[src/rtl/imem_loader_pkg.sv]
// ---------------------------------------------------------------------------
// imem_loader_pkg
// Shared definitions for the instruction-memory loader: FSM state encoding,
// frame field widths and the default program-length limit.
// ---------------------------------------------------------------------------
package imem_loader_pkg;

    localparam int LEN_W         = 16;   // length field width (two bytes)
    localparam int BYTE_W        = 8;    // stream byte width
    localparam int WORD_W        = 32;   // instruction word width
    localparam int DEF_MAX_WORDS = 256;  // default largest program, in words

    typedef enum logic [2:0] {
        IDLE   = 3'd0,
        LEN_HI = 3'd1,
        LEN_LO = 3'd2,
        DATA   = 3'd3,
        CSUM   = 3'd4,
        DONE   = 3'd5,
        ERROR  = 3'd6
    } state_t;

    // States in which a load is in progress and the byte stream is consumed.
    function automatic logic is_busy(input state_t s);
        return (s == LEN_HI) || (s == LEN_LO) || (s == DATA) || (s == CSUM);
    endfunction

endpackage

[src/rtl/imem_loader_byte_packer.sv]
// ---------------------------------------------------------------------------
// byte_packer
// Assembles four bytes into one big-endian 32-bit word (first byte -> 31:24).
// Ports:
//   clk, reset   clock, asynchronous active-high reset
//   clr          synchronous clear of the partial word and byte counter
//   accept       a byte is consumed this cycle
//   byte_in      the byte being consumed
//   word         assembled word including byte_in (valid when word_rdy)
//   word_rdy     this accept completes a word (4th byte)
// ---------------------------------------------------------------------------
module byte_packer
    import imem_loader_pkg::*;
(
    input  logic                clk,
    input  logic                reset,
    input  logic                clr,
    input  logic                accept,
    input  logic [BYTE_W-1:0]   byte_in,
    output logic [WORD_W-1:0]   word,
    output logic                word_rdy
);

    logic [WORD_W-BYTE_W-1:0] r_shift;  // first three bytes of the word
    logic [1:0]               r_cnt;    // bytes already held in r_shift

    // The word is presented combinationally so the parent can register it on
    // the same edge that consumes the last byte; no extra cycle is lost.
    assign word     = {r_shift, byte_in};
    assign word_rdy = accept && (r_cnt == 2'd3);

    always_ff @(posedge clk or posedge reset) begin
        if (reset) begin
            r_shift <= '0;
            r_cnt   <= 2'd0;
        end else if (clr) begin
            r_shift <= '0;
            r_cnt   <= 2'd0;
        end else if (accept) begin
            r_shift <= {r_shift[WORD_W-2*BYTE_W-1:0], byte_in};
            r_cnt   <= r_cnt + 2'd1;
        end
    end

endmodule

[src/rtl/imem_loader.sv]
// ---------------------------------------------------------------------------
// imem_loader
// Receives a framed program over a byte stream and writes it into
// instruction memory while holding the CPU in reset.
// Frame: length N (16-bit big-endian), 4N data bytes (big-endian words),
// one checksum byte = XOR of all length and data bytes.
// Ports:
//   clk, reset            clock, asynchronous active-high reset
//   start                 pulse to begin a load (ignored while busy)
//   rx_valid/rx_data      byte source
//   rx_ready              loader accepts a byte
//   wr_en/wr_addr/wr_data instruction-memory write, one cycle per word
//   cpu_reset             low only after a good load
//   busy, done, err       load status
//   word_count            words written in the current/last load
// ---------------------------------------------------------------------------
module imem_loader
    import imem_loader_pkg::*;
#(
    parameter int unsigned MAX_WORDS = DEF_MAX_WORDS,
    parameter logic [31:0] BASE_ADDR = 32'h0000_0000
) (
    input  logic              clk,
    input  logic              reset,
    input  logic              start,
    input  logic              rx_valid,
    input  logic [BYTE_W-1:0] rx_data,
    output logic              rx_ready,
    output logic              wr_en,
    output logic [31:0]       wr_addr,
    output logic [WORD_W-1:0] wr_data,
    output logic              cpu_reset,
    output logic              busy,
    output logic              done,
    output logic              err,
    output logic [LEN_W-1:0]  word_count
);

    localparam logic [LEN_W:0] LP_MAX = (LEN_W+1)'(MAX_WORDS);

    state_t              r_state, w_next;
    logic [LEN_W-1:0]    r_len;
    logic [BYTE_W-1:0]   r_csum;
    logic                r_wr_en;
    logic [31:0]         r_wr_addr;
    logic [WORD_W-1:0]   r_wr_data;
    logic [LEN_W-1:0]    r_word_count;

    logic                w_busy;
    logic                w_acc;
    logic                w_start_ok;
    logic [LEN_W-1:0]    w_len;
    logic                w_last_word;
    logic [WORD_W-1:0]   w_word;
    logic                w_word_rdy;

    assign w_len       = {r_len[LEN_W-1:BYTE_W], rx_data};
    assign w_last_word = ((r_word_count + 16'd1) == r_len);
    assign w_busy      = is_busy(r_state);
    assign w_acc       = rx_valid && w_busy;
    assign w_start_ok  = start && !w_busy;

    byte_packer u_packer (
        .clk      (clk),
        .reset    (reset),
        .clr      (w_start_ok),
        .accept   (w_acc && (r_state == DATA)),
        .byte_in  (rx_data),
        .word     (w_word),
        .word_rdy (w_word_rdy)
    );

    // ---------------- FSM ----------------
    always_ff @(posedge clk or posedge reset) begin
        if (reset) r_state <= IDLE;
        else       r_state <= w_next;
    end

    always_comb begin
        w_next = r_state;
        case (r_state)
            IDLE, DONE, ERROR: if (start) w_next = LEN_HI;
            LEN_HI: if (rx_valid) w_next = LEN_LO;
            LEN_LO: begin
                if (rx_valid) begin
                    if (w_len == '0)                w_next = CSUM;
                    else if ({1'b0, w_len} > LP_MAX) w_next = ERROR;
                    else                            w_next = DATA;
                end
            end
            // Leaving for CSUM on the last data byte lets the checksum byte
            // be taken during the final write cycle.
            DATA:   if (rx_valid && w_word_rdy && w_last_word) w_next = CSUM;
            CSUM:   if (rx_valid) w_next = (rx_data == r_csum) ? DONE : ERROR;
            default: w_next = IDLE;
        endcase
    end

    // ---------------- datapath ----------------
    always_ff @(posedge clk or posedge reset) begin
        if (reset) begin
            r_len        <= '0;
            r_csum       <= '0;
            r_wr_en      <= 1'b0;
            r_wr_addr    <= BASE_ADDR;
            r_wr_data    <= '0;
            r_word_count <= '0;
        end else begin
            r_wr_en <= 1'b0;
            if (w_start_ok) begin
                r_word_count <= '0;
                r_csum       <= '0;
            end
            if (w_acc) begin
                case (r_state)
                    LEN_HI: begin
                        r_len[LEN_W-1:BYTE_W] <= rx_data;
                        r_csum                <= r_csum ^ rx_data;
                    end
                    LEN_LO: begin
                        r_len  <= w_len;
                        r_csum <= r_csum ^ rx_data;
                    end
                    DATA: begin
                        r_csum <= r_csum ^ rx_data;
                        if (w_word_rdy) begin
                            r_wr_en      <= 1'b1;
                            r_wr_addr    <= BASE_ADDR + {14'd0, r_word_count, 2'b00};
                            r_wr_data    <= w_word;
                            r_word_count <= r_word_count + 16'd1;
                        end
                    end
                    default: ;
                endcase
            end
        end
    end

    assign rx_ready   = w_busy;
    assign busy       = w_busy;
    assign cpu_reset  = (r_state != DONE);
    assign done       = (r_state == DONE);
    assign err        = (r_state == ERROR);
    assign wr_en      = r_wr_en;
    assign wr_addr    = r_wr_addr;
    assign wr_data    = r_wr_data;
    assign word_count = r_word_count;

endmodule

[config.mk]
export PLATFORM = sky130hd
export DESIGN_NAME = imem_loader
export DESIGN_NICKNAME = d
export VERILOG_FILES = /design/src/rtl/imem_loader_pkg.sv /design/src/rtl/imem_loader_byte_packer.sv /design/src/rtl/imem_loader.sv
export SDC_FILE = /design/constraint.sdc
export NUM_CORES = 1
export LEC_CHECK = 0
export CAP_MARGIN = 10
export CORE_ASPECT_RATIO = 1.1
export CORE_MARGIN = 5
export CORE_UTILIZATION = 48
export DETAILED_ROUTE_END_ITERATION = 8
export PLACE_DENSITY = 0.76
export RECOVER_POWER = 50
export SKIP_CTS_REPAIR_TIMING = 1
export SYNTH_ARGS = -nofsm -noshare
export SYNTH_HDL_FRONTEND = slang
export SYNTH_SLANG_ARGS = --single-unit
[constraint.sdc]
create_clock -name clk -period 4 [get_ports clk]
set_input_delay 0.8 -clock clk [delete_from_list [all_inputs] [get_ports clk]]
set_output_delay 0.8 -clock clk [all_outputs]
set_load 0.05 [all_outputs]
Word level (Yosys, flattened, before mapping)
Index checks and enable logic that the tools add are counted.
{"block": "word_totals", "reg_bits": 118, "in_bits": 12}
{"block": "op_classes", "n_addsub": 2, "order_cmp": 1, "n_eq_ne": 15, "muxes": 23, "bitwise_logic": 1, "n_reduce_logical": 19}
{"op": "$mux W16", "n": 4}
{"op": "$mux W24", "n": 2}
{"op": "$mux W8", "n": 3}
{"op": "$mux W3", "n": 7}
{"op": "$add A16 B1 Y16 const B", "n": 1}
{"op": "$eq A16 B16 Y1", "n": 1}
{"op": "$gt A16 B9 Y1 const B", "n": 1}
{"op": "$logic_not A16 Y1", "n": 1}
{"op": "$pmux W3 S5", "n": 1}
{"op": "$eq A3 B3 Y1 const B", "n": 3}
{"op": "$eq A8 B8 Y1", "n": 1}
{"op": "$ne A2 B2 Y1 const B", "n": 4}
{"op": "$xor A8 B8 Y8", "n": 1}
{"op": "$eq A3 B2 Y1 const B", "n": 2}
{"op": "$logic_and A1 B1 Y1", "n": 6}
{"op": "$mux W2", "n": 3}
{"op": "$reduce_or A3 Y1", "n": 2}
{"op": "$reduce_and A5 Y1", "n": 1}
{"op": "$reduce_and A2 Y1", "n": 2}
{"op": "$eq A3 B1 Y1 const B", "n": 1}
{"op": "$logic_not A3 Y1", "n": 1}
{"op": "$logic_or A1 B1 Y1", "n": 3}
{"op": "$mux W1", "n": 3}
{"op": "$ne A3 B3 Y1 const B", "n": 1}
{"op": "other kinds (6)", "n": 6}

Longest topological paths before layout
{"block": "logic_depth", "depth_word": 11, "ltp_mapped": 9}

Cells and area by module
A second synthesis with hierarchy kept.
{"block": "unflattened", "cells_unflattened": 614, "area_unflattened_um2": 5863.1}
{"mod": "imem_loader", "n_inst": 1, "cells_per_inst": 519, "area_each_um2": 4704.5, "seq_area_each_um2": 2302.2}
{"mod": "byte_packer", "n_inst": 1, "cells_per_inst": 95, "area_each_um2": 1158.6, "seq_area_each_um2": 650.6}

Worst setup path before layout
No wires, ideal clock.
{"block": "synth_path", "kind": "reg2out", "start": "register r_state[0]", "end": "output rx_ready", "arrival_time_ns": 2.030, "required_ns": 3.200, "path_slack_ns": 1.170, "path_stages_with_launch": 5, "path_buffers": 2, "cell_sequence": "dfrtp_1 > clkbuf_1 > nor2_1 > xnor2_1 > buf_4"}
{"block": "synth_between", "elab_chain_len": 4, "elab_cells_between_ends": 7, "classes_between": "eq/ne (4); reduce/logical (3)"}
{"item": "start: declaration", "line_no": "imem_loader.sv:41", "source": "state_t r_state, w_next;"}
{"item": "start signal: assignment", "line_no": "imem_loader.sv:76", "source": "else r_state <= w_next;"}
{"item": "$eq A3 B1 Y1 or $eq A3 B2 Y1 (tied branches)", "line_no": "imem_loader_pkg.sv:25", "source": "return (s == LEN_HI) || (s == LEN_LO) || (s == DATA) || (s == CSUM);"}
{"item": "$logic_or A1 B1 Y1 (2 in series)", "line_no": "imem_loader_pkg.sv:25"}
{"item": "$logic_or A1 B1 Y1 (*)", "line_no": "imem_loader_pkg.sv:25"}
{"item": "end: declaration", "line_no": "imem_loader.sv:28", "source": "output logic rx_ready,"}
Mark *: on every way between the ends. The rest lies on a longest branch, timed or not.

Worst setup path after layout
{"block": "layout_path", "start": "input rx_valid", "end": "register r_word_count[4] (netlist: word_count[4])"}
{"block": "layout_between", "elab_chain_len": 6}
{"item": "start: declaration", "line_no": "imem_loader.sv:26", "source": "input logic rx_valid,"}
{"item": "$logic_and A1 B1 Y1 (*)", "line_no": "imem_loader.sv:60", "source": "assign w_acc = rx_valid && w_busy;"}
{"item": "$logic_and A1 B1 Y1", "line_no": "imem_loader.sv:67", "source": ".accept (w_acc && (r_state == DATA)),"}
{"item": "$logic_and A1 B1 Y1", "line_no": "imem_loader_byte_packer.sv:30", "source": "assign word_rdy = accept && (r_cnt == 2'd3);"}
{"item": "$mux W16", "line_no": "imem_loader.sv:126", "source": "if (w_word_rdy) begin"}
{"item": "$mux W16", "line_no": "imem_loader.sv:115", "source": "case (r_state)"}
{"item": "$mux W16 (*)", "line_no": "imem_loader.sv:114", "source": "if (w_acc) begin"}
{"item": "end signal: assignment", "line_no": "imem_loader.sv:130", "source": "r_word_count <= r_word_count + 16'd1;"}
{"item": "end: declaration", "line_no": "imem_loader.sv:47", "source": "logic [LEN_W-1:0] r_word_count;"}
Marks and branches as above.
A chain may end at the register's enable or synchronous reset.

==> flow_summary.toml <==
[pwr]
p_leak_nw = 3.207
power_density_nw_per_um2 = 730.6
vdd_drop_max_mv = 0.6451

[grt]
grt_pass1_vias = 4533
overflow = 0
grt_usage = 0.2117
grt_pass1_wl_um = 23250
grt_max_degree = 67
antenna_found_initial = 0

[yosys]
yosysSeqAreaShare = 0.5201
syn-cell-area_um2 = 5678
synth_edf_count = 0
synth.avg_cell_area_um2 = 9.527
synth_top_cell_by_area = "dfrtp_1"
netlist-cell-type-count = 48
synth_area_leaders = "dfrtp_1 52%, nand2_1 10%, mux2_2 7.5%"
synth_top_area_share = 0.5201
synth_seq_cells = 118
syn_inst = 596
synthArstFlopShare = 1.000
synth_ff_type = "dfrtp_1"
yosysWarningCount = 0

[clocking]
cts_tree = "built"
cts_buffer_depth = 2
root_buffer = "clkbuf_16"
htreeDepth = 4
path_clk_slew_ns = 0.05
cts_made_buffers = 17
clkLatencyLatePin_ns = 0.42
clkSinkCount = 118

[die]
ioPinCount = 98
start_util = 0.4919
core_area_um2 = 11540
row_count = 41
fp.dieArea_um2 = 14110
dieHeight_um = 124.1
dieWidth_um = 113.7

[timing]
setup_violations = 0
hold_slack_ns = 0.4684
fmax_ghz = 0.3150
final_hold_viol_count = 0
rsz0062_at_grt = "no"
fin_crit_sh = 0.7936
slew_violations = 66
tightest_slew_ns = 2.541
finClkSkew_ns = 0.009429
timing.final.ws_setup_ns = 0.8255
setup_tns_ns = 0
relSlewSlack = -0.6960
min_period_ns = 3.175

[status]
violations = "max-capacitance violations, max-slew violations"
status = "complete, but fails checks"

[cells_and_area]
fillers = 966
syn2layout_area_growth_pct = 24.90
finish.utilization = 0.6144
finalNonFillerCells = 826
drive_gt1_frac = 0.1154
nNetsFinal = 678
diodes = 0

[critical_path]
crit_type = "in -> reg"
critPathArrivalTime_ns = 3.43
cp-end-kind = "flop"
required_ns = 4.25
crit_fanout = 44
crit_path_start_kind = "input pin"

[drt]
drc = 0
antenna_left = 0
drt_iter0_drc = 361
viasPerCell = 5.528
routedWlPerCell_um = 17.13
first_pass_iters = 6
vias = 4566
routed_wl_um = 14150

[flow_run]
maxCapViolations = 1

[placed_design]
pre_cts_ws_ns = 0.8849
dpl.hpwl_um = 9551
placed_cells_incl_taps = 795
place.gp.congestion = 0.8434
port_buffers = 81

[min_path]
hold_path_class = "reg -> reg"
## report_power, final
part | internal (mW) | total (mW) | switching [mW]
sequential | 1.52 | 1.82 | 0.300
combinational | 0.665 | 1.86 | 1.20
clock | 0.974 | 1.50 | 0.528
total | 3.16 | 5.18 | 2.03
## placed cells by master, fill, tap and decap left out, types with 14 or more instances in the layout
cell             netlist  layout
xor2_1                15      15
nand2_1              157     157
clkbuf_16              0      17
a21oi_1               33      33
xnor2_1               14      14
o21ai_0               44      44
nor2_1                26      26
mux2_2                38      38
dfrtp_1              118     118
clkdlybuf4s50_1        0      68
conb_1                 1      16
## logic make-up after synthesis
logic type / synth area share
XOR/XNOR: 0.04473
buffers and inverters: 0.05663
AO/OA/AOI/OAI: 0.1073
multiplexers: 0.08242
adder cells (fa/ha/maj): 0.004407
flip-flops: 0.5201
AND/OR/NAND/NOR: 0.1838
other: 0.0006605
## per-layer routing
layer  vias up  GRT usage  wire, um
met5         -          0         0
met4         0    0.09166       285
met3        26    0.04859       848
met2       163     0.3454      6982
met1      2252     0.2715      6032
li1       2125          -         -
## cell type report
| type | count | area, um^2 | area share |
|---|---|---|---|
| Sequential cell | 118 | 2953 | 0.4164 |
| Multi-Input combinational cell | 427 | 2455 | 0.3462 |
| Timing Repair Buffer | 88 | 865.8 | 0.1221 |
| Clock buffer | 23 | 488.0 | 0.06881 |
| Tap cell | 150 | 187.7 | 0.02646 |
| Clock inverter | 8 | 97.59 | 0.01376 |
| Inverter | 12 | 45.04 | 0.006351 |
## worst max-delay path, stage by stage
cell and delay, ns:
dlygate4sd3_1 0.60, and4b_1 0.21, nand2_1 0.57, clkbuf_2 0.86
o21ai_0 0.17, nand2_1 0.11, o31ai_1 0.08
## worst paths after layout
| path | slack (ns) | end | cells past startpoint | startpoint |
|---|---|---|---|---|
| min in group asynchronous | 1.58 | wr_data[27] | 2 | reset |
| min | 0.47 | wr_data[25] | 2 | wr_data[25] |
| min reg2reg | 0.47 | wr_data[25] | 2 | wr_data[25] |
| max reg2reg | 1.19 | word_count[4] | 6 | r_state[2] |
| max | 0.83 | word_count[4] | 7 | rx_valid |
| max in group asynchronous | 0.95 | wr_addr[12] | 2 | reset |
## state kept, by name (all words and copies together), names as in the netlist
name	count
wr_data	32
u_packer.r_shift	24
r_len	16
word_count	16
wr_addr	16
r_csum	8
r_state	3
u_packer.r_cnt	2
wr_en	1
## stage by stage
step                      power, mW  area (um^2)
after floorplan               3.126         5734
after global placement        3.663         6529
after detailed placement      3.705         6529
after CTS                     5.219         7114
after global routing          5.444         7092
final                         5.181         7092
## Yosys cell counts, drive strengths merged (3+ instances only)
library cell / n
xnor2: 14
a31oi: 5
a211oi: 3
dfrtp: 118
clkbuf: 25
mux2i: 4
nor4: 5
nand2: 157
or4: 5
a22o: 3
buf: 29
nor2: 26
or3: 3
nand4: 3
o31ai: 5
xor2: 15
nand2b: 3
and3: 4
mux2: 38
o21ai: 48
nand3: 10
a21oi: 33
inv: 11
nor3: 8
No activity file was read; power rests on OpenSTA's default activity.
